--- src/rtl/bus_arbiter.sv ---
// rtl/bus_arbiter.sv - round-robin bus arbiter with bounded tenure and one-hot select
//
// Purpose:
//   Owns the select lines of the shared tri-state datapath bus. At most one
//   driver is selected per cycle. A hold limit bounds how long an owner keeps
//   the bus while others wait. Handoff between owners is back-to-back.
//
// Ports:
//   clk          rising-edge system clock
//   reset        synchronous, active-high reset
//   req          request vector, bit i = driver i wants the bus
//   sel_lines    registered one-hot (or zero) select vector
//   grant_valid  registered, high when sel_lines has a bit set
//   grant_id     registered binary index of the selected driver, 0 when idle
//   bus_busy     grant_valid && req[grant_id]

module bus_arbiter #(
  parameter int Bus_length = 32,
  parameter int Max_hold   = 4
) (
  input  logic                          clk,
  input  logic                          reset,
  input  logic [Bus_length-1:0]         req,
  output logic [Bus_length-1:0]         sel_lines,
  output logic                          grant_valid,
  output logic [$clog2(Bus_length)-1:0] grant_id,
  output logic                          bus_busy
);

  localparam int IDW = $clog2(Bus_length);
  localparam int HW  = $clog2(Max_hold) + 1;
  localparam logic [HW-1:0]  HOLD_LAST = HW'(Max_hold - 1);
  localparam logic [IDW-1:0] LAST_ID   = IDW'(Bus_length - 1);

  typedef enum logic {IDLE, OWNED} state_t;

  state_t          state;
  logic [IDW-1:0]  ptr;
  logic [HW-1:0]   hold_cnt;

  logic [Bus_length-1:0] cand;
  logic                  any_cand;
  logic                  found;
  logic [IDW-1:0]        win;
  int                    idx;

  // Candidates never include the current owner: in IDLE sel_lines is zero so
  // this is plain req, in OWNED every new grant must go to someone else.
  always_comb begin
    cand     = req & ~sel_lines;
    any_cand = |cand;
    found    = 1'b0;
    win      = '0;
    idx      = 0;
    for (int i = 0; i < Bus_length; i++) begin
      idx = int'(ptr) + i;
      if (idx >= Bus_length) idx = idx - Bus_length;
      if (!found && cand[idx]) begin
        found = 1'b1;
        win   = IDW'(idx);
      end
    end
  end

  always_ff @(posedge clk) begin
    if (reset) begin
      state       <= IDLE;
      ptr         <= '0;
      hold_cnt    <= '0;
      sel_lines   <= '0;
      grant_valid <= 1'b0;
      grant_id    <= '0;
    end else begin
      case (state)
        IDLE: begin
          if (any_cand) begin
            state       <= OWNED;
            sel_lines   <= Bus_length'(1) << win;
            grant_valid <= 1'b1;
            grant_id    <= win;
            ptr         <= (win == LAST_ID) ? '0 : win + 1'b1;
            hold_cnt    <= '0;
          end
        end
        OWNED: begin
          // Owner released, or owner exhausted its tenure with someone waiting:
          // hand off directly to the next candidate.
          if ((!req[grant_id] || hold_cnt == HOLD_LAST) && any_cand) begin
            sel_lines   <= Bus_length'(1) << win;
            grant_valid <= 1'b1;
            grant_id    <= win;
            ptr         <= (win == LAST_ID) ? '0 : win + 1'b1;
            hold_cnt    <= '0;
          end else if (!req[grant_id]) begin
            state       <= IDLE;
            sel_lines   <= '0;
            grant_valid <= 1'b0;
            grant_id    <= '0;
            hold_cnt    <= '0;
          end else if (hold_cnt == HOLD_LAST) begin
            // Nobody else is waiting: renew tenure, ptr stays put.
            hold_cnt <= '0;
          end else begin
            hold_cnt <= hold_cnt + 1'b1;
          end
        end
        default: state <= IDLE;
      endcase
    end
  end

  assign bus_busy = grant_valid & req[grant_id];

endmodule

--- config.mk ---
export PLATFORM = sky130hd
export DESIGN_NAME = bus_arbiter
export DESIGN_NICKNAME = d
export VERILOG_FILES = /design/src/rtl/bus_arbiter.sv
export SDC_FILE = /design/constraint.sdc
export NUM_CORES = 1
export LEC_CHECK = 0
export ABC_AREA = 1
export ABC_CLOCK_PERIOD_IN_PS = 7300
export BUFFER_PORTS_ARGS = -buffer_cell sky130_fd_sc_hd__buf_2
export CAP_MARGIN = 20
export CELL_PAD_IN_SITES_DETAIL_PLACEMENT = 0
export CELL_PAD_IN_SITES_GLOBAL_PLACEMENT = 1
export CORE_AREA = 3 3 134 136
export CTS_CLUSTER_SIZE = 40
export DETAILED_ROUTE_END_ITERATION = 16
export DIE_AREA = 0 0 137 139
export PLACE_DENSITY_LB_ADDON = 0.1
export SETUP_SLACK_MARGIN = 0.1
export SLEW_MARGIN = 20
export SYNTH_ARGS = -nofsm -noshare
export SYNTH_HDL_FRONTEND = slang
export SYNTH_SLANG_ARGS = --single-unit
--- constraint.sdc ---
create_clock -name clk -period 7.3 [get_ports clk]
set_clock_uncertainty 0.2 [all_clocks]
set_input_delay 2.19 -clock clk [delete_from_list [all_inputs] [get_ports clk]]
set_output_delay 2.19 -clock clk [all_outputs]
set_load 0.1 [all_outputs]
======== After elaboration in Yosys (flattened, before gate mapping) ========
Cells that the tools add are included.
word-level totals
  register bits ........................... 47
  bits in latches ......................... 0
  memory bits (writable) .................. 0
  ROM bits ................................ 0
  input bits .............................. 34
  output and inout bits ................... 39
  word-level logic and storage cells ...... 432
  memories kept ........................... 0
cells by class
  add/subtract/negate cells ............... 65
  multiply operators ...................... 0
  div/mod/pow operators ................... 0
  order comparisons ....................... 65
  equal/unequal tests ..................... 5
  shifts and indexed selects .............. 1
  mux-type cells .......................... 218
  bitwise operators ....................... 4
  reductions and logical operators ........ 68
operators by type and width
  cell                  number
  $mux 32               35
  $lt 32x7->1 const B   32
  $sub 6x6->7 const B   31
  $mux 5                38
  $ge 6x6->1 const B    31
  $bmux 1 s5            33
  $mux 1                102
  $add 5x5->6 const B   16
  $pmux 32 s2           1
  $add 5x4->6 const B   8
  $and 32x32->32        1
  $logic_and 1x1->1     32
  $logic_not 1->1       32
  $not 32->32           1
  $reduce_or 32->1      1
  $shl 1x5->32 const A  1
  $add 5x3->6 const B   4
  $pmux 5 s2            2
  $add 5x2->6 const B   2
  $mux 3                4
  $sub 5x6->7 const B   1
  $add 5x1->6 const B   1
  $ge 5x6->1 const B    1
  $lt 5x6->1 const B    1
  13 further kinds      15

======== Longest topological paths before layout ========
Gate-level depths: netlist (run 1).
  depth after elaboration ................. 103
  gate-level depth with buffers ........... 45

======== Worst setup path before layout (run 1) ========
Ideal clock, no wire load.
  kind .................................... in2out
  start ................................... input port req[14]
  end ..................................... output port bus_busy
  arrival ................................. 4.103 ns
  path slack .............................. 0.807 ns
  stages on the path ...................... 8
  cells stage by stage .................... o21ai_0 > o22ai_1 > nor2_1 > nor2_1 > o21ai_0 > nand3b_1 > nand2_1 > nor2_1
between the ends
  cells in the longest elaborated chain, start to end .. 3
RTL lines
  item                          RTL line  text
  start: declaration            23        input logic [Bus_length-1:0] req,
  $bmux 1 s5                    112       assign bus_busy = grant_valid & req[grant_id];
  $mux 1 (implied by the code)  112
  $and 1x1->1                   112
  end: declaration              27        output logic bus_busy
No other way between the ends. The select of a mux whose other input is x is not followed.

======== Final worst setup path (run 1) ========
  start ................................... input port req[18]
  end ..................................... register ptr[4]
between the ends
  cells in the longest elaborated chain, start to end .. 102
RTL lines
  item                                              RTL line  text
  $and 32x32->32                                    50        cand = req & ~sel_lines;
  $bmux 1 s5                                        58        if (!found && cand[idx]) begin
  $mux 1 (implied by the code) (2 in series)        58
  $mux 1                                            58
  $logic_not 1->1                                   58
  $logic_and 1x1->1                                 58
  $mux 1                                            58
  $logic_not 1->1                                   58
  [85 not listed]                                   -
  $mux 1                                            58
  $logic_not 1->1                                   58
  $logic_and 1x1->1                                 58
  $mux 5                                            58
  $add 5x1->5 / $eq 5x5->1 (equally long branches)  81, 92
  $mux 5                                            81, 92
  $mux 5 (on tied branches)                         88, 76
  $pmux 5 s2                                        74        case (state)
  end signal: assignment                            81        ptr <= (win == LAST_ID) ? '0 : win + 1'b1;
  end signal: assignment                            92        ptr <= (win == LAST_ID) ? '0 : win + 1'b1;
  end: declaration                                  38        logic [IDW-1:0] ptr;
Parallel ways exist; a longest one is shown, timed or not. The select of a mux whose other input is x is not followed.
A chain may end at the register's enable or synchronous reset.

==> out/metrics.yaml, run 1 <==
cts_tree: "yes"
min_path_type: "register to register"
cap_violations: 0
rsz0062_at_grt: "no"
cts_buffers: 5
async_reset_ff_share_pct: 0
setup_tns_ns: 0
relSlewSlack_pct: 37.1
final_max_slew_viol_count: 0
globalplace.congestion: 0.997
clock-sinks: 47
drc_errors: 0
start_util_pct: 40.1
die_w_um: 137
area_growth_pct: 11.3
syn_avg_cell_area_um2: 5.48
final_cell_mix: "nand2_1 (309), nand3_1 (294), inv_1 (151)"
cp-start-kind: "primary input"
antennaDiodeCount: 0
grt_pass1_vias: 8056
worstMarginPinSlew_ns: 0.943
fmax_mhz: 148
dieHeight_um: 139
ys_types: 44
cts_max_level: 2
drive_above_1_share_pct: 12.8
seq_area_frac_synth_pct: 13.7
setup_viol: 0
fin_crit_ns: 6.74
critPathCaptureType: "register"
route.detailed.wl_per_inst_um: 20.2
ys_warn_count: 0
ys_ff_latch: 47
antenna_found_initial: 0
grt_pass1_wl_mm: 47.1
ant_nets: 0
arrival_ns: 6.70
clkLatencyLatePin_ns: 0.29
status: "completed"
hold_violations: 0
core.rowCount: 48
path_clk_slew_ns: 0.06
overflow: 0
worst_ep_required_time_ns: 7.26
postSynthNetCount: 1304
period_share_pct: 92.4
netlist_area_um2: 6850
seqCellArea_um2: 941
nets: 1356
grt_max_degree: 43
synth-edff-count: 0
layout.cells.most_common: "nand2_1"
clockRootBuffer: "clkbuf_16"
dr.pass1.iters: 7
detail_route.wirelength_mm: 30.8
postCtsHoldBufs: 0
grt_use_total_pct: 32.1
io_buffers: 72
slowest_stage: "a31oi_1"
hpwl_mm: 24.9
vias_per_cell: 5.75
ys.flop_type: "dfxtp_1"
crit_type: "primary input to register"
vias: 8787
clockBufferDepth: 2
postSynthCellCount: 1250
multiInputGateArea_um2: 5110
fill_cells: 2014
critPathMaxStageDelay_ns: 0.42
drtIter0Drc: 1055
critical_path.max_fanout: 6
core_um2: 17100
io_pins: 73
die-area_um2: 19000
==> repair_timing <==
item / CTS / global route
gates resized for setup: 0 / 14
setup endpoints to repair: 0 / 22
setup buffers: 0 / 3
==> worst max-delay path: cells and delay by family <==
kind | cells | cell delay, ns
and+or+nand+nor | 26 | 3.04
AOI/OAI and AO/OA | 3 | 0.64
adders and majority gates | 2 | 0.45
buffers and inverters | 3 | 0.39
==> state kept, by name (all words and copies together) (netlist names) <==
name and count:
grant_id 5, grant_valid 1, hold_cnt 3, ptr 5, sel_lines 32, state 1
==> path summary, 6_finish.rpt <==
check / startpoint / end / slack (ns) / cells after the start
worst max-delay path: req[18] / ptr[4]$_SDFFE_PP0P_ / 0.56 / 34
worst min-delay path: hold_cnt[2]$_SDFFE_PP0P_ / hold_cnt[2]$_SDFFE_PP0P_ / 0.25 / 2
worst max register to register: ptr[2]$_SDFFE_PP0P_ / sel_lines[2]$_SDFFE_PP0P_ / 0.87 / 33
worst min register to register: hold_cnt[2]$_SDFFE_PP0P_ / hold_cnt[2]$_SDFFE_PP0P_ / 0.25 / 2
==> cells in the mapped netlist (all sizes together), types with 7 or more instances <==
cell	n	share of area [%]
inv	159	8.7
o211ai	7	0.77
xor2	14	2.0
buf	23	2.0
clkbuf	27	1.5
o21ai	67	5.0
dfxtp	47	14
nand2	316	18
o21a	10	1.1
nor2	113	8.0
nand3b	8	0.88
nand3	301	22
nand4	39	4.5
a31oi	11	1.0
a21oi	59	4.3
ha	20	3.7
==> area by class of cell <==
cell class / instances / share of cell area (%)
multi-input combinational: 990 / 67.1
sequential: 47 / 12.3
inverter: 163 / 8.05
timing repair buffer: 95 / 7.00
clock inverter: 2 / 0.164
tap: 225 / 3.69
clock buffer: 6 / 1.69
==> cell families (layout without fill, tap and decap cells) <==
| group | count (synthesis) | count (layout) | synth area share, % |
|---|---|---|---|
| AO/OA/AOI/OAI | 167 | 167 | 13.7 |
| XOR/XNOR | 16 | 16 | 2.27 |
| adder cells (fa/ha/maj) | 20 | 20 | 3.65 |
| buffers and inverters | 213 | 266 | 12.5 |
| flip-flops | 47 | 47 | 13.7 |
| AND/OR/NAND/NOR | 787 | 787 | 54.2 |
==> stage by stage <==
step                util, %  hold slack, ns  setup WS [ns]  cell area, um^2  instances
floorplan                 -           0.225          0.807             6850       1250
global placement       43.4           0.239          0.375             7400       1517
detailed placement     43.4           0.240          0.296             7400       1517
CTS                    44.2           0.249          0.590             7540       1525
global route           44.7           0.270         0.0851             7620       1528
finish                 44.7           0.246          0.555             7620       1528
==> metal layers <==
layer  global-route usage, %  wire length [um]  up-vias
li1                        -                 -     4276
met1                    44.5             13400     4027
met2                    50.5             13900      421
met3                    5.26              2490       63
met4                    10.4              1090        0
met5                       0                 0        -
Power of run 1 is not shown: default switching activity piles up to over one toggle a cycle in this logic, so the estimate is an artifact.
==> run 2, diff against run 1 <==
--- a/config.mk
+++ b/config.mk
@@ -7,14 +7,15 @@
 export LEC_CHECK = 0
 export ABC_AREA = 1
 export ABC_CLOCK_PERIOD_IN_PS = 7300
-export BUFFER_PORTS_ARGS = -buffer_cell sky130_fd_sc_hd__buf_2
 export CAP_MARGIN = 20
 export CELL_PAD_IN_SITES_DETAIL_PLACEMENT = 0
 export CELL_PAD_IN_SITES_GLOBAL_PLACEMENT = 1
-export CORE_AREA = 3 3 134 136
+export CORE_AREA = 3 3 128 130
+export CTS_CLUSTER_DIAMETER = 50
 export CTS_CLUSTER_SIZE = 40
 export DETAILED_ROUTE_END_ITERATION = 16
-export DIE_AREA = 0 0 137 139
+export DIE_AREA = 0 0 131 133
+export DONT_BUFFER_PORTS = 1
 export PLACE_DENSITY_LB_ADDON = 0.1
 export SETUP_SLACK_MARGIN = 0.1
 export SLEW_MARGIN = 20
==> run 2 against run 1 <==
Die area down 8.5%. Cell count down 3.1%. Routed wire length down 5.4%. Critical path depth down 1. Critical path type unchanged. Global-route usage up 0.94 points. Setup slack better by 0.10 ns. Non-clock buffer count down 32. Sequential share of layout area up 0.20 points. Worst hold slack better by 0.0032 ns.
==> out/metrics.yaml, run 2 (synthesis results as in run 1) <==
stdcell_count: 1480  # -3.1%
grt_max_degree: 43  # unchanged
nets: 1324  # -2.4%
rsz0062_at_grt: "no"
clkLatencyLatePin_ns: 0.29  # about the same
route.detailed.wl_per_inst_um: 19.7  # -2.3%
dieHeight_um: 133  # -4.3%
fin_crit_ns: 6.64  # -0.103 ns
place_area_um2: 7310  # -1.2%
area_growth_pct: 9.50
ant_nets: 0  # unchanged
start_util_pct: 44.9  # +4.7 points
hold_violations: 0  # unchanged
post-route-util_pct: 49.1  # +4.5 points
cts_buffers: 5  # unchanged
grt_pass1_wl_mm: 44.7  # -5.2%
final_max_slew_viol_count: 0  # unchanged
postCtsHoldBufs: 0  # unchanged
status: "completed"
antenna_found_initial: 0  # unchanged
drtIter0Drc: 1302  # +23%
clockBufferDepth: 2  # unchanged
grt_pass1_vias: 7880  # -2.2%
die_w_um: 131  # -4.4%
globalplace.congestion: 1.07  # +7.3%
path_clk_slew_ns: 0.06  # about the same
final_cell_mix: "nand2_1 (309), nand3_1 (298), inv_1 (150)"
critPathCaptureType: "register"
cts_max_level: 2  # unchanged
setup_tns_ns: 0  # unchanged
min_path_type: "register to register"
vias_per_cell: 5.84  # +1.5%
drive_above_1_share_pct: 10.3  # -2.5 points
grt_use_total_pct: 33.0  # +0.94 points
cts_tree: "yes"
slowest_stage: "a31oi_1"
top_regs: "sel_lines: 32 flops, grant_id: 5 flops, ptr: 5 flops"
core_um2: 15300  # -11%
layout.cells.most_common: "nand2_1"
worst_ep_required_time_ns: 7.32  # +0.06 ns
worstMarginPinSlew_ns: 1.17  # +0.232 ns
cp-start-kind: "primary input"
cap_violations: 0  # unchanged
clock-sinks: 47  # unchanged
drc_errors: 0  # unchanged
finish.instance_area_um2: 7500  # -1.6%
crit_type: "primary input to register"
critical_path.max_fanout: 6  # unchanged
die-area_um2: 17400  # -8.5%
largest_reg_flops: 32  # unchanged
io_pins: 73  # unchanged
period_share_pct: 91.0  # -1.4 points
critPathMaxStageDelay_ns: 0.43  # about the same
relSlewSlack_pct: 21.6  # -15 points
fmax_mhz: 151  # +1.5%
core.rowCount: 45  # -6.3%
clockRootBuffer: "clkbuf_16"
vias: 8636  # -1.7%
arrival_ns: 6.66  # -0.04 ns
fill_cells: 1727  # -14%
top_register: "sel_lines"
detail_route.wirelength_mm: 29.2  # -5.4%
dr.pass1.iters: 7  # unchanged
antennaDiodeCount: 0  # unchanged
io_buffers: 0  # -100%
dp.cells: 1469  # -3.2%
overflow: 0  # unchanged
setup_viol: 0  # unchanged
hpwl_mm: 23.3  # -6.6%
run 2: cell types whose count changed in the layout (fill, tap and decap cells not counted), sizes merged:
cell / previous run / this run
buf: 95 / 63
clkbuf: 6 / 5
clkinv: 5 / 4
run 2: path summary, 6_finish.rpt:
check / from / endpoint / slack [ns] / cells after the start
worst min register to register: hold_cnt[2]$_SDFFE_PP0P_ / hold_cnt[2]$_SDFFE_PP0P_ / 0.25 / 2
worst max-delay path: req[6] / sel_lines[7]$_SDFFE_PP0P_ / 0.66 / 33
worst min-delay path: hold_cnt[2]$_SDFFE_PP0P_ / hold_cnt[2]$_SDFFE_PP0P_ / 0.25 / 2
worst max register to register: ptr[1]$_SDFFE_PP0P_ / sel_lines[7]$_SDFFE_PP0P_ / 0.86 / 37
run 2: per-layer routing:
| layer | GRT usage, % | share of wire [%] | vias to the layer above |
|---|---|---|---|
| li1 | - | - | 4205 |
| met1 | 47.5 | 43 | 3903 |
| met2 | 50.6 | 44 | 470 |
| met3 | 7.11 | 11 | 58 |
| met4 | 6.51 | 2.2 | 0 |
| met5 | 0 | 0 | - |
run 2: critical path, delay by kind of cell:
| kind | cells | cell delay (ns) |
|---|---|---|
| AOI/OAI and AO/OA | 2 | 0.59 |
| buffers and inverters | 3 | 0.34 |
| adders and majority gates | 2 | 0.39 |
| and+or+nand+nor | 26 | 3.14 |
run 2: what timing repair did:
| action | CTS | global route |
|---|---|---|
| endpoints found under the setup margin | 0 | 21 |
| buffers inserted | 0 | 5 |
| gates resized for setup | 0 | 6 |
run 2: stage by stage:
stage	setup slack [ns]	hold WS, ns
3_5_place_dp	0.272	0.239
5_1_grt	0.107	0.293
3_3_place_gp	0.401	0.233
2_1_floorplan	0.807	0.225
6_report	0.658	0.249
4_1_cts	0.578	0.248
run 2: area by class of cell:
cell class	count	area [um^2]	area share [%]
inverters	163	613	8.18
repair buffers	63	473	6.31
clock buffers	5	125	1.67
flip-flops and latches	47	941	12.6
multi-input cells	990	5070	67.7
clock inverters	1	7.51	0.100
well taps	211	264	3.52
Power of run 2 is left out for the same reason.
==> run 3, diff against run 2 <==
--- a/config.mk
+++ b/config.mk
@@ -10,11 +10,11 @@
 export CAP_MARGIN = 20
 export CELL_PAD_IN_SITES_DETAIL_PLACEMENT = 0
 export CELL_PAD_IN_SITES_GLOBAL_PLACEMENT = 1
-export CORE_AREA = 3 3 128 130
+export CORE_AREA = 3 3 117 142
 export CTS_CLUSTER_DIAMETER = 50
 export CTS_CLUSTER_SIZE = 40
 export DETAILED_ROUTE_END_ITERATION = 16
-export DIE_AREA = 0 0 131 133
+export DIE_AREA = 0 0 120 145
 export DONT_BUFFER_PORTS = 1
 export PLACE_DENSITY_LB_ADDON = 0.1
 export SETUP_SLACK_MARGIN = 0.1
==> run 3 against run 2 <==
Cell area is 0.52% higher. First-iteration DRC count fell by 44%. Critical path depth up 2. Die area fell by 0.13%. Worst hold slack worse by 0.0014 ns. Routed wire length up 2.7%. Setup slack lost 0.046 ns. Core utilization down 0.37 points. Via count about the same. Sequential cell count unchanged. Clock-buffer cell count stayed put. Critical path type unchanged.
==> out/metrics.yaml, run 3 (synthesis results as in run 1) <==
worst_ep_required_time_ns: 7.33  # about the same
wl_met2_mm: 14.2  # +11%
setup_viol: 0  # unchanged
status: "completed"
rrSetupSlack_ns: 1.08  # +0.22 ns
dr.max_layer_used: "met4"
route.detailed.wl_per_inst_um: 20.2  # +2.5%
slowest_stage: "ha_2"
largest_reg_flops: 32  # unchanged
io_buffers: 0  # unchanged
area_growth_pct: 10.1
drtIter0Drc: 735  # -44%
arrival_ns: 6.71  # +0.05 ns
grt_pass1_wl_mm: 46.2  # +3.4%
clock-sinks: 47  # unchanged
critPathCaptureType: "register"
die-area_um2: 17400  # -0.13%
critPathMaxStageDelay_ns: 0.22  # -0.21 ns
setup_tns_ns: 0  # unchanged
crit_type: "primary input to register"
drc_errors: 0  # unchanged
final_max_slew_viol_count: 0  # unchanged
overflow: 0  # unchanged
crit_top_cell: "nor2_4"
antenna_found_initial: 0  # unchanged
min_path_type: "register to register"
cts_buffers: 5  # unchanged
top_regs: "sel_lines: 32 flops, grant_id: 5 flops, ptr: 5 flops"
vias_per_cell: 5.82  # -0.23%
pre_cts_slack_ns: 0.366  # +0.0945 ns
fin_crit_ns: 6.69  # +0.0459 ns
antennaDiodeCount: 0  # unchanged
core.rowCount: 50  # +11%
seqCellArea_um2: 941  # unchanged
clockBufferDepth: 2  # unchanged
critical_path.max_fanout: 6  # unchanged
vias: 8634  # -0.023%
dieHeight_um: 145  # +9.0%
grt_use_total_pct: 33.8  # +0.79 points
fill_cells: 1820  # +5.4%
drive_above_1_share_pct: 10.7  # +0.34 points
top_register: "sel_lines"
clockRootBuffer: "clkbuf_16"
die_w_um: 120  # -8.4%
worstMarginPinSlew_ns: 1.15  # -0.0215 ns
nets: 1328  # +0.30%
dr.pass1.iters: 6  # -1
hold_violations: 0  # unchanged
globalplace.congestion: 1.00  # -6.2%
timing.hold.ws_ns: 0.248  # -0.00137 ns
multiInputGateArea_um2: 5070  # about the same
period_share_pct: 91.6  # +0.63 points
relSlewSlack_pct: 23.0  # +1.4 points
timing.final.ws_setup_ns: 0.612  # -0.0459 ns
hpwl_mm: 24.5  # +4.9%
fmax_mhz: 150  # -0.69%
grt_pass1_vias: 8220  # +4.3%
io_pins: 73  # unchanged
path_clk_slew_ns: 0.07  # about the same
core_um2: 15500  # +1.3%
ant_nets: 0  # unchanged
route.met3.wl_mm: 2.15  # -36%
cap_violations: 0  # unchanged
grt_max_degree: 43  # unchanged
postCtsHoldBufs: 0  # unchanged
cts_tree: "yes"
met1_length_mm: 11.6  # -6.5%
rsz0062_at_grt: "no"
clkLatencyLatePin_ns: 0.29  # about the same
start_util_pct: 44.3  # -0.56 points
cp-start-kind: "primary input"
detail_route.wirelength_mm: 30.0  # +2.7%
final_cell_mix: "nand2_1 (310), nand3_1 (296), inv_1 (151)"
cts_max_level: 2  # unchanged
layout.cells.most_common: "nand2_1"
## run 3: cell count changes in the layout (fill, tap and decap cells not counted), sizes merged
cell      change
buf           +4
inv           +1
clkinv        +2
clkinvlp      -1
## run 3: final timing paths
path,from,end,cells after the start
worst max-delay path,req[26],sel_lines[7]$_SDFFE_PP0P_,35
worst min-delay path,hold_cnt[2]$_SDFFE_PP0P_,hold_cnt[2]$_SDFFE_PP0P_,2
worst min register to register,hold_cnt[2]$_SDFFE_PP0P_,hold_cnt[2]$_SDFFE_PP0P_,2
worst max register to register,ptr[3]$_SDFFE_PP0P_,sel_lines[7]$_SDFFE_PP0P_,34
## run 3: final cells by class
cell class,instances,area share (%)
timing repair buffer,67,6.67
multi-input combinational,990,67.3
clock buffer,5,1.66
tap,208,3.45
sequential,47,12.5
clock inverter,3,0.249
inverter,163,8.14
## run 3: layer usage
layer,global-route usage [%],vias up
met3,4.95,101
met2,56.4,388
met5,0,-
met4,19.7,0
li1,-,4218
met1,40.9,3927
## run 3: stage by stage
stage / util [%] / std cells / cell area [um^2]
final: 48.8 / 1483 / 7540
after floorplan: - / 1250 / 6850
after detailed placement: 47.5 / 1471 / 7340
after global placement: 47.5 / 1471 / 7340
after global routing: 48.8 / 1483 / 7540
after CTS: 48.4 / 1479 / 7490
## run 3: what timing repair did
action                     in CTS  in global routing
setup buffers                   0                  4
setup endpoints to repair       0                 17
gates resized for setup         0                  5
## run 3: critical path: cells and delay by family
family                     cells  cell delay, ns
AOI/OAI and AO/OA              1            0.14
adders and majority gates      2            0.41
buffers and inverters          3            0.31
and+or+nand+nor               29            3.64
Power of run 3 is left out for the same reason.
